**config.mk**
```make
export PLATFORM = sky130hd
export DESIGN_NAME = trace_line_arbiter
export DESIGN_NICKNAME = d
export VERILOG_FILES = /design/src/rtl/trace_line_arbiter.sv
export SDC_FILE = /design/constraint.sdc
export NUM_CORES = 1
export LEC_CHECK = 0
export CORE_MARGIN = 2
export CORE_UTILIZATION = 41
export DETAILED_ROUTE_END_ITERATION = 6
export GPL_TIMING_DRIVEN = 0
export PLACE_DENSITY = 0.77
export SETUP_SLACK_MARGIN = 0.05
export SYNTH_ARGS = -nofsm -noshare
export SYNTH_HDL_FRONTEND = slang
export SYNTH_SLANG_ARGS = --single-unit
```
**constraint.sdc**
```tcl
create_clock -name clk -period 2.25 [get_ports clk]
set_input_delay 0.3375 -clock clk [delete_from_list [all_inputs] [get_ports clk]]
set_output_delay 0.3375 -clock clk [all_outputs]
set_load 0.01 [all_outputs]
```
**src/rtl/trace_line_arbiter.sv**
```systemverilog
// trace_line_arbiter: round-robin share of one cpu_checker among NUM_SRC trace sources, one whole line ('^'..'#') per grant.
// Latency: chars reach chk_char combinationally in the cycle they are accepted; res_valid pulses 2 cycles after the '#' edge.
// Backpressure: src_ready is combinational; only the granted source is served mid-line; no source is ready during RESULT/ABORT/reset.
//
// Ports:
//   clk, reset                  clock (rising edge), asynchronous active-high reset
//   src_valid/src_char/src_ready per-source char stream, char i at src_char[8i+7:8i]
//   chk_char/chk_reset          char and sync reset driven to the checker
//   chk_format_type             checker result, sampled in the RESULT cycle
//   grant_src, busy             locked source and line-in-progress flag
//   res_valid/src/type/abort    one-cycle per-line result
// Optional (macro TRACE_ARB_STATS_EN): stat_sel, stat_clr in; stat_ok, stat_abort out
//   (per-source saturating counts of typed lines and aborted lines).
module trace_line_arbiter #(
    parameter int NUM_SRC = 4,
    parameter int SRC_W   = 2,
    parameter int MAX_LEN = 64
) (
    input  logic                 clk,
    input  logic                 reset,
    input  logic [NUM_SRC-1:0]   src_valid,
    input  logic [8*NUM_SRC-1:0] src_char,
    output logic [NUM_SRC-1:0]   src_ready,
    output logic [7:0]           chk_char,
    output logic                 chk_reset,
    input  logic [1:0]           chk_format_type,
    output logic [SRC_W-1:0]     grant_src,
    output logic                 busy,
    output logic                 res_valid,
    output logic [SRC_W-1:0]     res_src,
    output logic [1:0]           res_type,
    output logic                 res_abort
`ifdef TRACE_ARB_STATS_EN
    ,
    input  logic [SRC_W-1:0]     stat_sel,
    input  logic                 stat_clr,
    output logic [15:0]          stat_ok,
    output logic [15:0]          stat_abort
`endif
);

    localparam int LEN_W = $clog2(MAX_LEN + 1);
    localparam logic [7:0] CH_START = 8'h5E;  // '^'
    localparam logic [7:0] CH_END   = 8'h23;  // '#'

    typedef enum logic [1:0] {IDLE, LOCK, RESULT, ABORT} state_t;

    state_t           state, state_nxt;
    logic [SRC_W-1:0] rr_ptr, rr_nxt, grant_nxt, winner;
    logic [LEN_W-1:0] len, len_nxt;
    logic             found;
    logic [SRC_W:0]   cand;
    logic [7:0]       win_char, gnt_char;

    function automatic logic [SRC_W-1:0] next_src(input logic [SRC_W-1:0] s);
        if (s == SRC_W'(NUM_SRC - 1)) return '0;
        return s + SRC_W'(1);
    endfunction

    // First valid source at or after rr_ptr, wrapping modulo NUM_SRC.
    always_comb begin
        found  = 1'b0;
        winner = '0;
        cand   = '0;
        for (int i = 0; i < NUM_SRC; i++) begin
            cand = {1'b0, rr_ptr} + (SRC_W+1)'(i);
            if (cand >= (SRC_W+1)'(NUM_SRC)) cand = cand - (SRC_W+1)'(NUM_SRC);
            if (!found && src_valid[cand[SRC_W-1:0]]) begin
                found  = 1'b1;
                winner = cand[SRC_W-1:0];
            end
        end
    end

    assign win_char = src_char[{winner, 3'b000} +: 8];
    assign gnt_char = src_char[{grant_src, 3'b000} +: 8];

    always_comb begin
        state_nxt = state;
        len_nxt   = len;
        rr_nxt    = rr_ptr;
        grant_nxt = grant_src;
        src_ready = '0;
        chk_char  = 8'h00;
        case (state)
            IDLE: begin
                if (found) begin
                    src_ready[winner] = 1'b1;
                    if (win_char == CH_START) begin
                        chk_char  = CH_START;
                        grant_nxt = winner;
                        len_nxt   = LEN_W'(1);
                        state_nxt = LOCK;
                    end else begin
                        // Stray char outside a line: consume and discard it, and
                        // move the pointer on so a noisy source cannot starve others.
                        rr_nxt = next_src(winner);
                    end
                end
            end
            LOCK: begin
                if (src_valid[grant_src]) begin
                    src_ready[grant_src] = 1'b1;
                    chk_char = gnt_char;
                    if (gnt_char == CH_END) begin
                        len_nxt   = len + LEN_W'(1);
                        state_nxt = RESULT;
                    end else if (gnt_char == CH_START) begin
                        // Checker restarts on '^' by itself; only the length restarts here.
                        len_nxt = LEN_W'(1);
                    end else begin
                        len_nxt = len + LEN_W'(1);
                        // The char that brings len to MAX_LEN is not '#': no room left.
                        if (len == LEN_W'(MAX_LEN - 1)) state_nxt = ABORT;
                    end
                end else begin
                    state_nxt = ABORT;  // gap mid-line
                end
            end
            RESULT, ABORT: begin
                rr_nxt    = next_src(grant_src);
                len_nxt   = '0;
                state_nxt = IDLE;
            end
            default: state_nxt = IDLE;
        endcase
        if (reset) begin
            src_ready = '0;
            chk_char  = 8'h00;
        end
    end

    assign busy      = (state != IDLE);
    assign chk_reset = reset | (state == ABORT);

    always_ff @(posedge clk or posedge reset) begin
        if (reset) begin
            state     <= IDLE;
            rr_ptr    <= '0;
            len       <= '0;
            grant_src <= '0;
            res_valid <= 1'b0;
            res_src   <= '0;
            res_type  <= 2'b00;
            res_abort <= 1'b0;
        end else begin
            state     <= state_nxt;
            rr_ptr    <= rr_nxt;
            len       <= len_nxt;
            grant_src <= grant_nxt;
            res_valid <= 1'b0;
            if (state == RESULT) begin
                res_valid <= 1'b1;
                res_src   <= grant_src;
                res_type  <= chk_format_type;
                res_abort <= 1'b0;
            end else if (state == ABORT) begin
                res_valid <= 1'b1;
                res_src   <= grant_src;
                res_type  <= 2'b00;
                res_abort <= 1'b1;
            end
        end
    end

`ifdef TRACE_ARB_STATS_EN
    logic [15:0] ok_cnt    [NUM_SRC];
    logic [15:0] abort_cnt [NUM_SRC];

    always_ff @(posedge clk or posedge reset) begin
        if (reset) begin
            for (int i = 0; i < NUM_SRC; i++) begin
                ok_cnt[i]    <= '0;
                abort_cnt[i] <= '0;
            end
        end else if (stat_clr) begin
            for (int i = 0; i < NUM_SRC; i++) begin
                ok_cnt[i]    <= '0;
                abort_cnt[i] <= '0;
            end
        end else begin
            if (state == RESULT && chk_format_type != 2'b00 && ok_cnt[grant_src] != 16'hFFFF)
                ok_cnt[grant_src] <= ok_cnt[grant_src] + 16'd1;
            if (state == ABORT && abort_cnt[grant_src] != 16'hFFFF)
                abort_cnt[grant_src] <= abort_cnt[grant_src] + 16'd1;
        end
    end

    assign stat_ok    = ok_cnt[stat_sel];
    assign stat_abort = abort_cnt[stat_sel];
`endif

endmodule
```
==> key figures, run 1 <==
STA
  • Hold Slack: 0.401 ns
  • Min Tclk post-route: 2.42 ns
  • Slew Limit Fails: 0
  • Max Clock Freq: 413 MHz
  • Worst slew pin tran: 0.522 ns
  • Setup Viol. Count Final: 13
  • Final period utilization: 1.08
  • Worst Slack Setup Final: -0.174 ns
  • RSZ-0062 raised after global routing: yes
  • Slew HR: 0.649
  • Final hold vios: 0
  • Setup Skew: 0.00176 ns

Pwr
  • Static leakage power: 1.29 nW
  • Worst IR drop on VDD: 875 uV
  • Power Density: 1140 nW/um2

Critical path
  • Worst path buffer plus inverter count: 3
  • Critical path fanouts, max: 5
  • Most frequent CP cell: nor3_4
  • Critical path class: input pin to primary output
  • Crit path max-delay family: simple AND/OR/NAND/NOR gates
  • Crit start category: input pin
  • CP arrival: 2.09 ns
  • Crit. End Element: primary output
  • Crit-path cells: clkdlybuf4s50_1 -> nor2b_1 -> nand4_1 -> nor3_4 -> nor3_4 -> nor4_4 -> buf_4 -> a21o_1 -> buf_2
  • Critical path required time: 1.91 ns
  • Critical path's slowest cell: clkdlybuf4s50_1
  • Worst path max stage delay: 0.49 ns

Min path
  • Min-delay worst type: input pin to async pin

Synthesis
  • Mapped Nets: 221
  • Yosys cell types: 46
  • Mean post-synth cell area: 9.97 um2
  • Cell Area, Synth: 1720 um2
  • Top FF cell, synth: dfrtp_1
  • Post-Synthesis Cells: 172
  • Post-synth top area cell: dfrtp_1
  • Ys Warns: 0
  • Seq cells post-synth: 19
  • Synth top area cells: dfrtp_1, mux4_1, ha_1
  • Sequential share of the synthesized area: 0.277
  • Number of flops mapped to enable cells by yosys: 0
  • Async set-reset flop share out of synthesis: 1.00
  • Area share of the largest cell type after synthesis: 0.277

Global route
  • Busiest grt layer: met2
  • M3 GR Usage: 0.0455
  • GRT overflow: 0
  • Met2 Track Usage GR: 0.422
  • Vias in the first global route: 1,769
  • Antenna violations before repair: 0
  • Total GRT Usage: 0.268
  • Largest net degree at the start of global routing: 14
  • Met1 Usage GRT: 0.371
  • First-pass GRT wire length: 9140 um

Placement
  • PortBufs: 61
  • Pre-CTS WS: -1.13 ns
  • Placed cells: 283
  • GP Congestion: 0.842
  • Hpwl dp: 3830 um
  • DP Area: 2400 um2

Route
  • Drt drc: 0
  • Final antenna-violating net count: 0
  • Routed WL per cell: 19.5 um
  • Drt first-iter violations: 205
  • Drt first pass iters: 4
  • Vias after detailed routing: 1,849
  • Post-Route WL: 6120 um
  • Drt via density: 5.91

Floorplanning
  • DIE AREA: 4720 um2
  • Rows: 23
  • I/O pin cnt: 62
  • Initial Util: 0.429
  • Die height: 68.7 um
  • Die width: 68.7 um
  • Core Region: 4000 um2

Cells and area
  • P&R area growth vs syn: 64.8%
  • Share of cells above drive strength 1: 0.388
  • ANT cells: 0
  • Final instance area: 2830 um2
  • Final #Nets: 313
  • Commonest non-fill, non-tap cells in the layout: clkdlybuf4s50_1, buf_4, dlygate4sd2_1, dfrtp_1, nor2_1
  • Commonest non-fill, non-tap cell in the layout: clkdlybuf4s50_1
  • Finished Layout Cells: 313

Job
  • Max-cap violations: 0

Clock tree
  • Clk_lat worst skew: 0.26 ns
  • Register clock-pin slew on the reported worst setup and hold paths: 0.07 ns
  • Clock Sinks: 19
  • Cts hold-fix bufs: 0
  • Clk root buf: clkbuf_8
  • TritonCTS buffer count: 3
  • Htree depth: 1
  • Clock Tree Buf Depth: 2
  • CTS tree: done

Run status
  • Status: complete, but fails checks
  • Failing checks: setup timing
## per-stage QoR
step / util / TNS [ns] / total power, mW
floorplan: - / 0 / 1.75
global placement: 0.599 / -15.33 / 2.35
detailed placement: 0.599 / -16.02 / 2.38
CTS: 0.695 / -0.848 / 3.06
global route: 0.707 / -2.62 / 3.40
finish: 0.707 / -1.37 / 3.22
## per-layer routing
metal  part of all wire  routed length (um)  vias up
met5                  0                   0        -
met4              0.036                 218        0
met3              0.061                 376       22
met1               0.41                2540      892
li1                   -                   -      844
met2               0.49                2990       91
## timing repair
item / in CTS / in global routing
pin swaps: 28 / 9
resized for setup: 112 / 22
setup buffers: 27 / 1
cloned: 2 / 0
setup endpoints to repair: 25 / 23
## area by class of cell
cell class              instances  area [um2]
repair inverters                1        5.00
well taps                      50        62.6
multi-input cells             138        1370
repair buffers                 88         769
plain buffers                   5        60.1
inverters                       8        33.8
clock buffers                   4        45.0
fillers                       272        1170
flip-flops and latches         19         479
## worst paths after layout
path	from	endpoint	slack, ns	cells past startpoint
max	src_char[25]	chk_char[2]	-0.17	9
min	reset	len[6]	0.40	2
max reg2reg	grant_src[1]	len[0]	-0.12	9
min reg2reg	res_src[1]	res_src[1]	0.51	1
max in group asynchronous	reset	grant_src[1]	1.56	2
min in group clk	res_src[1]	res_src[1]	0.51	1
## flip-flops by register name (all words and copies together) (netlist names)
register / count
grant_src: 2
res_src: 2
len: 7
state: 2
res_type: 2
res_valid: 1
res_abort: 1
rr_ptr: 2
## where the power goes
part / switching [mW] / total [mW] / internal [mW]
Clock: 0.111 / 0.237 / 0.126
Sequential: 0.126 / 0.616 / 0.490
Combinational: 1.11 / 2.37 / 1.25
Total: 1.35 / 3.22 / 1.87
## kinds of logic after synthesis
kind of cell               after synthesis  synth area share
and+or+nand+nor                         76             0.271
adders and majority gates                9            0.0656
AOI/OAI and AO/OA                       35             0.161
muxes                                   18             0.185
buffers and inverters                   15            0.0401
DFF                                     19             0.277
## cells in the mapped netlist (5+ instances only)
| master | number |
|---|---|
| mux4_1 | 5 |
| nor2_1 | 16 |
| inv_1 | 8 |
| ha_1 | 9 |
| nor2b_1 | 6 |
| a22o_1 | 7 |
| mux2_2 | 5 |
| a21o_1 | 6 |
| dfrtp_1 | 19 |
| nor4bb_1 | 5 |
| a21oi_1 | 6 |
| nand2_1 | 12 |
| nor3_1 | 6 |
Power figures use the tool's default switching activity.
==> run 2, diff against run 1 <==
--- a/config.mk
+++ b/config.mk
@@ -5,10 +5,10 @@
 export SDC_FILE = /design/constraint.sdc
 export NUM_CORES = 1
 export LEC_CHECK = 0
+export CAP_MARGIN = 0
 export CORE_MARGIN = 2
 export CORE_UTILIZATION = 41
 export DETAILED_ROUTE_END_ITERATION = 6
-export GPL_TIMING_DRIVEN = 0
 export PLACE_DENSITY = 0.77
 export SETUP_SLACK_MARGIN = 0.05
 export SYNTH_ARGS = -nofsm -noshare
==> key figures, run 2 (same netlist as run 1, synthesis figures left out) <==
Clock tree
  • Clk_lat worst skew: 0.27 ns (was 0.26 ns)
  • Clock Sinks: 19 (unchanged)
  • Clk root buf: clkbuf_8 (unchanged)
  • CTS tree: done (unchanged)
  • Clock Tree Buf Depth: 2 (unchanged)
  • Htree depth: 1 (unchanged)
  • TritonCTS buffer count: 3 (unchanged)
  • Register clock-pin slew on the reported worst setup and hold paths: 0.08 ns (was 0.07 ns)

STA
  • Slew HR: 0.762 (was 0.649)
  • Final hold vios: 0 (unchanged)
  • Final period utilization: 1.21 (was 1.08)
  • Setup Viol. Count Final: 13 (unchanged)
  • Worst Slack Setup Final: -0.462 ns (was -0.174 ns)
  • Worst slew pin tran: 0.354 ns (was 0.522 ns)
  • Slew Limit Fails: 0 (unchanged)
  • Setup Skew: 0.00462 ns (was 0.00176 ns)
  • Max Clock Freq: 369 MHz (was 413 MHz)
  • RSZ-0062 raised after global routing: yes (unchanged)
  • Min Tclk post-route: 2.71 ns (was 2.42 ns)
  • Hold Slack: 0.475 ns (was 0.401 ns)

Route
  • Drt first pass iters: 4 (unchanged)
  • Final antenna-violating net count: 0 (unchanged)
  • Routed WL per cell: 20.0 um (was 19.5 um)
  • Drt first-iter violations: 164 (was 205)
  • Drt drc: 0 (unchanged)
  • Post-Route WL: 6950 um (was 6120 um)
  • Drt via density: 5.95 (was 5.91)
  • Vias after detailed routing: 2,065 (was 1,849)

Floorplanning
  • Initial Util: 0.429 (unchanged)
  • Rows: 23 (unchanged)
  • Core Region: 4000 um2 (unchanged)
  • DIE AREA: 4720 um2 (unchanged)
  • Die width: 68.7 um (unchanged)
  • Die height: 68.7 um (unchanged)
  • I/O pin cnt: 62 (unchanged)

Global route
  • First-pass GRT wire length: 9650 um (was 9140 um)
  • Vias in the first global route: 1,892 (was 1,769)
  • Total GRT Usage: 0.285 (was 0.268)
  • Antenna violations before repair: 0 (unchanged)
  • Largest net degree at the start of global routing: 21 (was 14)
  • GRT overflow: 0 (unchanged)

Placement
  • Hpwl dp: 4290 um (was 3830 um)
  • PortBufs: 61 (unchanged)
  • GP Congestion: 0.918 (was 0.842)
  • Pre-CTS WS: -0.900 ns (was -1.13 ns)

Run status
  • Status: complete, but fails checks (unchanged)
  • Failing checks: setup timing (unchanged)

Pwr
  • Overall power: 3.61 mW (was 3.22 mW)
  • Worst IR drop on VDD: 818 uV (was 875 uV)
  • Power Density: 1160 nW/um2 (was 1140 nW/um2)
  • Static leakage power: 1.47 nW (was 1.29 nW)

Cells and area
  • Final #Nets: 347 (was 313)
  • Multi-input logic area: 1390 um2 (was 1370 um2)
  • Layout fillers: 234 (was 272)
  • Commonest non-fill, non-tap cell in the layout: buf_4 (was clkdlybuf4s50_1)
  • Share of cells above drive strength 1: 0.505 (was 0.388)
  • Commonest non-fill, non-tap cells in the layout: buf_4, clkdlybuf4s50_1, buf_6 (was clkdlybuf4s50_1, buf_4, dlygate4sd2_1, dfrtp_1, nor2_1)
  • ANT cells: 0 (unchanged)
  • Max FFs per register: 7 (unchanged)
  • P&R area growth vs syn: 80.7% (was 64.8%)
  • Register area: 478 um2 (was 479 um2)
  • Reg with most FFs: len (unchanged)

Critical path
  • Critical path fanouts, max: 5 (unchanged)
  • Crit. End Element: primary output (unchanged)
  • Critical path class: flip-flop to primary output (was input pin to primary output)
  • Most frequent CP cell: buf_4 (was nor3_4)
  • Crit-path cells: nand2b_1 -> a21oi_2 -> nor3_2 -> buf_4 -> buf_4 -> nor3_2 -> nor4_2 -> buf_4 -> buf_6 -> buf_6 -> a21o_1 -> buf_2 (was clkdlybuf4s50_1 -> nor2b_1 -> nand4_1 -> nor3_4 -> nor3_4 -> nor4_4 -> buf_4 -> a21o_1 -> buf_2)
  • Crit start category: flip-flop (was input pin)
  • Crit path max-delay family: buffers and inverters (was simple AND/OR/NAND/NOR gates)
  • Worst path max stage delay: 0.47 ns (was 0.49 ns)
  • Critical path required time: 1.91 ns (about the same)
  • Critical path's slowest cell: dfrtp_2 (was clkdlybuf4s50_1)
  • Worst path buffer plus inverter count: 6 (was 3)
  • CP arrival: 2.37 ns (was 2.09 ns)

Min path
  • Min-delay worst type: input pin to async pin (unchanged)

Job
  • Max-cap violations: 0 (unchanged)
[run 2: what timing repair did]
action | CTS | global route
hold buffers | 0 | 0
buffers inserted | 27 | 13
hold endpoints to repair | 0 | 0
endpoints found under the setup margin | 24 | 25
resized for setup | 126 | 37
pin swaps | 32 | 27
[run 2: path summary, 6_finish.rpt]
check	startpoint	end	slack, ns	cells past startpoint
max	rr_ptr[1]	chk_char[1]	-0.46	12
min	reset	len[4]	0.48	3
max reg2reg	grant_src[0]	len[3]	-0.05	7
min reg2reg	res_src[1]	res_src[1]	0.51	1
max in group asynchronous	reset	rr_ptr[1]	1.55	3
min in group clk	res_src[1]	res_src[1]	0.51	1
[run 2: power by group]
| group | internal, mW | switching, mW | total (mW) |
|---|---|---|---|
| Clock | 0.124 | 0.125 | 0.249 |
| Combinational | 1.49 | 1.24 | 2.73 |
| Sequential | 0.488 | 0.143 | 0.631 |
[run 2: through the flow]
step	area, um2	utilization	TNS [ns]	std cells
2_1_floorplan	1720	-	0	172
3_3_place_gp	2640	0.661	-10.86	314
3_5_place_dp	2640	0.661	-12.66	314
4_1_cts	2940	0.734	-1.49	341
5_1_grt	3100	0.775	-3.50	347
6_report	3100	0.775	-2.46	347
[run 2: worst min-delay path, cell delays in order]
cell and delay, ns:
clkdlybuf4s50_1 0.43, inv_1 0.09, buf_4 0.27
[run 2: layout make-up]
class,instances,area share
flip-flops and latches,19,0.154
clock buffers,3,0.0133
repair buffers,128,0.351
well taps,50,0.0202
clock inverters,1,0.00161
multi-input cells,138,0.449
inverters,8,0.0105
[run 2: metal layers]
metal  global-route usage  share of wire  wire, um  vias to the layer above
met3               0.0731          0.070       483                       17
met4               0.0875          0.025       176                        0
met2                0.460           0.50      3470                       99
met5                    0              0         0                        -
li1                     -              -         -                      911
met1                0.373           0.40      2810                     1038
